## config.mk

```make
export PLATFORM = sky130hd
export DESIGN_NAME = shared_timer_arb
export DESIGN_NICKNAME = d
export VERILOG_FILES = /design/src/rtl/shared_timer_arb.sv
export SDC_FILE = /design/constraint.sdc
export NUM_CORES = 1
export LEC_CHECK = 0
export ABC_AREA = 0
export CAP_MARGIN = 20
export CORE_AREA = 2 2 73 75
export DETAILED_ROUTE_END_ITERATION = 8
export DIE_AREA = 0 0 75 77
export PLACE_DENSITY = 0.92
export SLEW_MARGIN = 25
export SYNTH_ARGS = -nofsm -noshare
export SYNTH_HDL_FRONTEND = slang
export SYNTH_SLANG_ARGS = --single-unit
```

## constraint.sdc

```tcl
create_clock -name clk -period 4.5 [get_ports clk]
set_input_delay 1.125 -clock clk [delete_from_list [all_inputs] [get_ports clk]]
set_output_delay 1.125 -clock clk [all_outputs]
set_load 0.005 [all_outputs]
```

## src/rtl/shared_timer_arb.sv

```systemverilog
// Shared up-counter timer with a round-robin arbiter in front of it.
// The winner's terminal count is latched at grant, and a 1-clk done strobe goes back to the owner.
module shared_timer_arb #(
    parameter int NREQ = 4,
    parameter int DW   = 12
) (
    input  logic               clk,
    input  logic               reset,
    input  logic [NREQ-1:0]    req,
    input  logic [NREQ*DW-1:0] ld_val,
    output logic [NREQ-1:0]    gnt,
    output logic [NREQ-1:0]    done,
    output logic               busy,
    output logic [DW-1:0]      cntr
);

    localparam int IW = (NREQ > 1) ? $clog2(NREQ) : 1;

    typedef enum logic [1:0] {IDLE, RUN, DONE} state_t;

    state_t          state;
    logic [IW-1:0]   owner;
    logic [IW-1:0]   rr_last;
    logic [IW-1:0]   sel;
    logic [DW-1:0]   term;

    // Scan from farthest to nearest, so the requester closest after rr_last wins.
    always_comb begin
        sel = '0;
        for (int unsigned i = NREQ; i >= 1; i--) begin
            if (req[(32'(rr_last) + i) % NREQ])
                sel = IW'((32'(rr_last) + i) % NREQ);
        end
    end

    always_ff @(posedge clk) begin
        if (reset) begin
            state   <= IDLE;
            owner   <= '0;
            rr_last <= IW'(NREQ - 1);
            term    <= '0;
            cntr    <= '0;
            gnt     <= '0;
            done    <= '0;
            busy    <= 1'b0;
        end else begin
            case (state)
                IDLE: begin
                    done <= '0;
                    if (|req) begin
                        owner   <= sel;
                        rr_last <= sel;
                        term    <= ld_val[sel*DW +: DW];
                        cntr    <= '0;
                        gnt     <= NREQ'(1) << sel;
                        busy    <= 1'b1;
                        state   <= RUN;
                    end
                end
                RUN: begin
                    // A dropped request aborts the run, even when the count is already at term.
                    if (!req[owner]) begin
                        gnt   <= '0;
                        cntr  <= '0;
                        busy  <= 1'b0;
                        state <= IDLE;
                    end else if (cntr == term) begin
                        done  <= NREQ'(1) << owner;
                        gnt   <= '0;
                        cntr  <= '0;
                        state <= DONE;
                    end else begin
                        cntr <= cntr + DW'(1);
                    end
                end
                DONE: begin
                    done  <= '0;
                    busy  <= 1'b0;
                    state <= IDLE;
                end
                default: state <= IDLE;
            endcase
        end
    end

endmodule

```

==> results.py, run 1 <==
metrics = {
    "power": {
        "leakagePower_nw": 1.33,
        "ir_drop_mv": 0.243,
        "power.share.clock_pct": 20.5,
        "p_sw_mw": 0.545,
        "seqPwrFrac_pct": 33.1,
        "power.total_mw": 1.48,
        "p_sw_share_pct": 36.8,
        "p_per_area_nw_per_um2": 442,
        "p_int_mw": 0.937,
        "pwr-share-comb_pct": 46.4,
    },
    "grt": {
        "grt_overflow": 0,
        "grt_pass1_vias": 2156,
        "grt.total_usage_pct": 21.8,
        "grt_util_met3_pct": 5.39,
        "antenna_found_initial": 0,
        "grt_pass1_wl_mm": 9.96,
        "met1_usage_pct": 28.6,
        "grt_busiest_layer": "met2",
        "grt_max_degree": 30,
        "gr-usage-met2_pct": 33.7,
    },
    "drt": {
        "viasPerCell": 5.58,
        "ant_nets": 0,
        "routedWlPerCell_um": 14.5,
        "wl_mm": 5.91,
        "drtIter0Drc": 171,
        "drt-pass1-iter-count": 4,
        "vias": 2265,
        "post-route-drc-count": 0,
    },
    "floorplan": {
        "die_area_um2": 5780,
        "io-pin-count": 75,
        "std_cell_rows": 26,
        "initial_utilization_pct": 49.1,
        "coreArea_um2": 4980,
        "die_h_um": 77,
        "fp.dieW_um": 75,
    },
    "yosys": {
        "synth_edf_count": 0,
        "yosys.cell_count.top_type": "mux2i_1",
        "synthArstFlopShare_pct": 0,
        "synth.area.mux_share_pct": 17.7,
        "yosys.area.top_type": "dfxtp_1",
        "netlist_top_cells_count": "mux2i_1, dfxtp_1, nor2_1",
        "synth.ff_latch_count": 39,
        "synth-compound-area-share_pct": 13.4,
        "synth_warnings": 0,
        "synth-adder-area-share_pct": 2.56,
        "syn-cell-area_um2": 2440,
        "synth-simple-area-share_pct": 23.0,
        "synth_top_area_share_pct": 32.0,
        "synth_xor_area_share_pct": 7.53,
        "postSynthCellCount": 266,
        "synth_ff_type": "dfxtp_1",
        "synth_top_family_by_area": "simple AND/OR/NAND/NOR gates",
        "syn_area_per_cell_um2": 9.19,
        "synth_cell_types": 49,
        "syn-num-nets": 325,
        "synth_area_leaders": "dfxtp_1, mux2i_1, xnor2_1",
        "ys_seq_area_share_pct": 32.0,
    },
    "sta": {
        "tightest_slew_ns": 0.908,
        "skew_ns": 0.00673,
        "hold_viol": 0,
        "maxSlewViolCount": 0,
        "fin_crit_ns": 3.06,
        "maxSlewHeadroom_pct": 39.2,
        "rsz0062_at_grt": "no",
        "fin_ws_ns": 1.44,
        "period_share_pct": 67.9,
        "max_freq_ghz": 0.327,
        "setup-violations-final": 0,
        "tns_ns": 0,
    },
    "cts": {
        "clock_sinks": 39,
        "cts-root-buf": "clkbuf_8",
        "clk_path_buf_depth": 2,
        "tritoncts": "yes",
        "cts_resized": 0,
        "h-tree-depth": 2,
        "cts.clk_slew.worst_paths_ns": 0.08,
        "cts_setup_buffers": 0,
        "cts_buffers": 5,
        "cts_hold_buf": 0,
        "clk_latency_ns": 0.29,
    },
    "final_layout": {
        "areaGrowthSynthToFinish_pct": 37.4,
        "drive_gt1_share_pct": 7.14,
        "layout.nets": 394,
        "antenna_cells": 0,
    },
    "placed_design": {
        "hpwl_mm": 4.48,
        "gp_congestion": 0.839,
        "portBuffers": 74,
        "dp_slack_ns": 1.16,
    },
    "critical_path": {
        "cp_slowest_stage_delay_ns": 0.72,
        "critPathLaunchType": "input pin",
        "crit_type": "in2reg",
        "arrival_ns": 3.24,
        "end_kind": "flip-flop",
        "rrSetupSlack_ns": 2.37,
        "critPathSlowestCell": "nor3_4",
        "cp_cell_sequence": "clkdlybuf4s50_1 -> nor2b_4 -> o21a_4 -> nor3_4 -> mux2i_1 -> a22o_1",
        "path_max_fanout": 16,
        "worstPathRequired_ns": 4.69,
    },
    "job": {
        "drv_cap": 0,
    },
    "worst_hold_path": {
        "hp-class": "reg2reg",
    },
    "status": {
        "status": "finished clean",
    },
}
[worst paths after layout]
check | start | end | cells past startpoint
min | gnt[0]$_SDFFE_PP0P_ | gnt[0]$_SDFFE_PP0P_ | 2
max reg2reg | state[1]$_SDFFE_PP0P_ | cntr[5]$_SDFFE_PP0P_ | 8
max | req[3] | term[8]$_SDFFE_PP0P_ | 6
min reg2reg | gnt[0]$_SDFFE_PP0P_ | gnt[0]$_SDFFE_PP0P_ | 2
[registers in the layout, summed over array words and instances (netlist names)]
| name | count |
|---|---|
| busy | 1 |
| cntr | 12 |
| done | 4 |
| gnt | 4 |
| owner | 2 |
| rr_last | 2 |
| state | 2 |
| term | 12 |
[worst max-delay path, delay by kind of cell]
family / cells / cell delay (ns)
buffers and inverters: 1 / 0.49
AO/OA/AOI/OAI: 2 / 0.50
multiplexers: 1 / 0.21
AND/OR/NAND/NOR: 2 / 0.90
[power groups by stage]
stage          Combinational (mW)  Clock [mW]  Sequential (mW)
6_report                    0.688       0.303            0.491
5_1_grt                     0.750       0.319            0.501
4_1_cts                     0.686       0.305            0.491
3_5_place_dp                0.677           0            0.497
3_3_place_gp                0.658           0            0.495
2_1_floorplan               0.508           0            0.473
[kinds of logic (layout without fill, tap and decap cells)]
family / Yosys count / in the layout
flops: 39 / 39
simple gates: 95 / 95
mux: 42 / 42
buf+inv: 19 / 89
fa+ha+maj: 5 / 5
xor+xnor: 21 / 21
compound gates: 45 / 45
[area by class of cell]
class / instances / area (µm²)
fillers: 384 / 1620
multi-input cells: 208 / 1590
flip-flops and latches: 39 / 781
repair buffers: 77 / 763
well taps: 70 / 87.6
clock buffers: 6 / 82.6
clock inverters: 2 / 35.0
inverters: 4 / 15.0
[routing by layer]
layer	up-vias	share of wire (%)	wire [µm]
met5	-	0	0
met4	0	1.5	91
met3	10	6.7	396
met2	102	49	2880
met1	1037	43	2540
li1	1116	-	-
[metrics by stage]
step                cell area, µm²  util, %  cells  hold slack (ns)
detailed placement            3240     65.1    398            0.457
finish                        3360     67.4    406            0.477
CTS                           3360     67.4    406            0.478
global route                  3360     67.4    406            0.505
floorplan                     2440        -    266            0.454
global placement              3240     65.1    398            0.461
[placed cells by master, fill, tap and decap left out, types with 7 or more instances in the layout]
cell type        synthesis  final
mux2i_1                 41     41
a22o_1                  12     12
dfxtp_1                 39     39
clkdlybuf4s50_1          0     74
a21oi_1                 11     11
xnor2_1                 15     15
nor2b_1                 13     13
o21ai_0                  7      7
nor2_1                  20     20
nand2_1                 13     13
No activity file was read; power rests on OpenSTA's default activity.
==> inputs of run 2 (changes only) <==
CORE_AREA = 2 2 76 78   (was 2 2 73 75)
DIE_AREA = 0 0 78 80   (was 0 0 75 77)
PLACE_DENSITY = 0.87   (was 0.92)
clock period = 3.05 ns   (was 4.5 ns; I/O delays follow)
==> run 2 against run 1 <==
Cell area grew 0.37%. First-iteration DRC count is 23% lower. Clock skew about the same. Setup slack lost 0.92 ns. Critical path type unchanged. Final cell count rose by 0.99%. Sequential share of layout area down 0.086 points. Via count down 2.5%.
==> results.py, run 2 (synthesis results as in run 1) <==
metrics = {
    "status": {
        "status": "finished clean",
    },
    "power": {
        "leakagePower_nw": 1.33,
        "p_per_area_nw_per_um2": 635,
        "ir_drop_mv": 0.318,
    },
    "sta": {
        "maxSlewViolCount": 0,
        "fin_crit_ns": 2.52,
        "period_share_pct": 82.7,
        "max_freq_ghz": 0.396,
        "skew_ns": 0.00704,
        "hold_viol": 0,
        "maxSlewHeadroom_pct": 43.3,
        "setup-violations-final": 0,
        "tightest_slew_ns": 0.847,
        "rsz0062_at_grt": "no",
        "tns_ns": 0,
    },
    "floorplan": {
        "initial_utilization_pct": 45.2,
        "coreArea_um2": 5410,
        "die_h_um": 80,
        "std_cell_rows": 27,
        "die_area_um2": 6240,
        "fp.dieW_um": 78,
        "io-pin-count": 75,
    },
    "cts": {
        "clk_path_buf_depth": 2,
        "cts_setup_buffers": 0,
        "cts_buffers": 5,
        "clk_latency_ns": 0.29,
        "cts_resized": 0,
        "clock_sinks": 39,
        "tritoncts": "yes",
        "cts_hold_buf": 0,
        "h-tree-depth": 2,
        "cts.clk_slew.worst_paths_ns": 0.07,
        "cts-root-buf": "clkbuf_8",
    },
    "grt": {
        "grt.total_usage_pct": 19.0,
        "grt_overflow": 0,
        "grt_pass1_wl_mm": 9.59,
        "grt_max_degree": 24,
        "grt_pass1_vias": 2088,
        "antenna_found_initial": 0,
    },
    "critical_path": {
        "worstPathRequired_ns": 3.24,
        "crit_type": "in2reg",
        "arrival_ns": 2.71,
        "critPathLaunchType": "input pin",
        "end_kind": "flip-flop",
        "path_max_fanout": 23,
    },
    "final_layout": {
        "reg_top3": "cntr: 12 flops, term: 12 flops",
        "fin_cells": 410,
        "mostFrequentLayoutCells": "clkdlybuf4s50_1, mux2i_1, dfxtp_1, nor2_1, xnor2_1",
        "drive_gt1_share_pct": 7.40,
        "layout.nets": 396,
        "areaGrowthSynthToFinish_pct": 37.9,
        "final_core_util_pct": 62.3,
        "layout_commonest_cell": "clkdlybuf4s50_1",
        "stdcell_area_um2": 3370,
        "antenna_cells": 0,
    },
    "drt": {
        "post-route-drc-count": 0,
        "routedWlPerCell_um": 14.1,
        "vias": 2209,
        "wl_mm": 5.79,
        "drt-pass1-iter-count": 4,
        "drtIter0Drc": 131,
        "ant_nets": 0,
        "viasPerCell": 5.39,
    },
    "placed_design": {
        "placed_cells": 402,
        "gp_congestion": 0.825,
        "place_area_um2": 3270,
        "hpwl_mm": 4.47,
        "portBuffers": 74,
    },
    "job": {
        "drv_cap": 0,
    },
    "worst_hold_path": {
        "hp-class": "reg2reg",
    },
}
## run 2: changes by cell type in the layout (fill, tap and decap cells not counted)
| cell | change |
|---|---|
| buf_12 | +1 |
| buf_4 | +1 |
| bufinv_16 | -1 |
| clkbuf_1 | +1 |
| clkbuf_8 | +1 |
| clkinv_2 | -1 |
## run 2: worst max-delay path, stage by stage
cell	delay [ns]
clkdlybuf4s50_1	0.59
o21ai_0	0.21
o221ai_4	0.34
buf_12	0.24
mux2i_1	0.22
mux2i_1	0.11
a22o_1	0.23
## run 2: power by group
part / leakage, nW / switching, mW / internal [mW]
combinational: 0.961 / 0.511 / 0.518
sequential: 0.319 / 0.103 / 0.621
clock: 0.0515 / 0.180 / 0.206
## run 2: worst paths after layout
path	slack, ns	end	cells past startpoint	start
setup / recovery	0.53	term[0]$_SDFFE_PP0P_	7	req[0]
hold / removal	0.48	gnt[2]$_SDFFE_PP0P_	2	gnt[2]$_SDFFE_PP0P_
setup reg to reg	0.93	cntr[8]$_SDFFE_PP0P_	7	state[1]$_SDFFE_PP0P_
hold reg to reg	0.48	gnt[2]$_SDFFE_PP0P_	2	gnt[2]$_SDFFE_PP0P_
## run 2: layer usage
| layer | GRT usage (%) | up-vias | share of wire, % |
|---|---|---|---|
| met3 | 4.52 | 9 | 5.7 |
| met4 | 7.89 | 0 | 2.0 |
| li1 | - | 1114 | - |
| met1 | 24.5 | 1015 | 45 |
| met5 | 0 | - | 0 |
| met2 | 30.5 | 71 | 47 |
## run 2: cell type report
type                            count  area [µm²]
Timing Repair Buffer               79         791
Sequential cell                    39         781
Tap cell                           72        90.1
Fill cell                         445        2040
Multi-Input combinational cell    208        1590
Inverter                            4        15.0
Clock buffer                        8         100
## run 2: per-stage QoR
step                setup slack (ns)  power, mW  hold WS, ns
floorplan                      0.937       1.45        0.454
finish                         0.527       2.14        0.477
global placement               0.274       1.73        0.460
global route                   0.418       2.28        0.503
CTS                            0.524       2.14        0.480
detailed placement             0.227       1.76        0.461
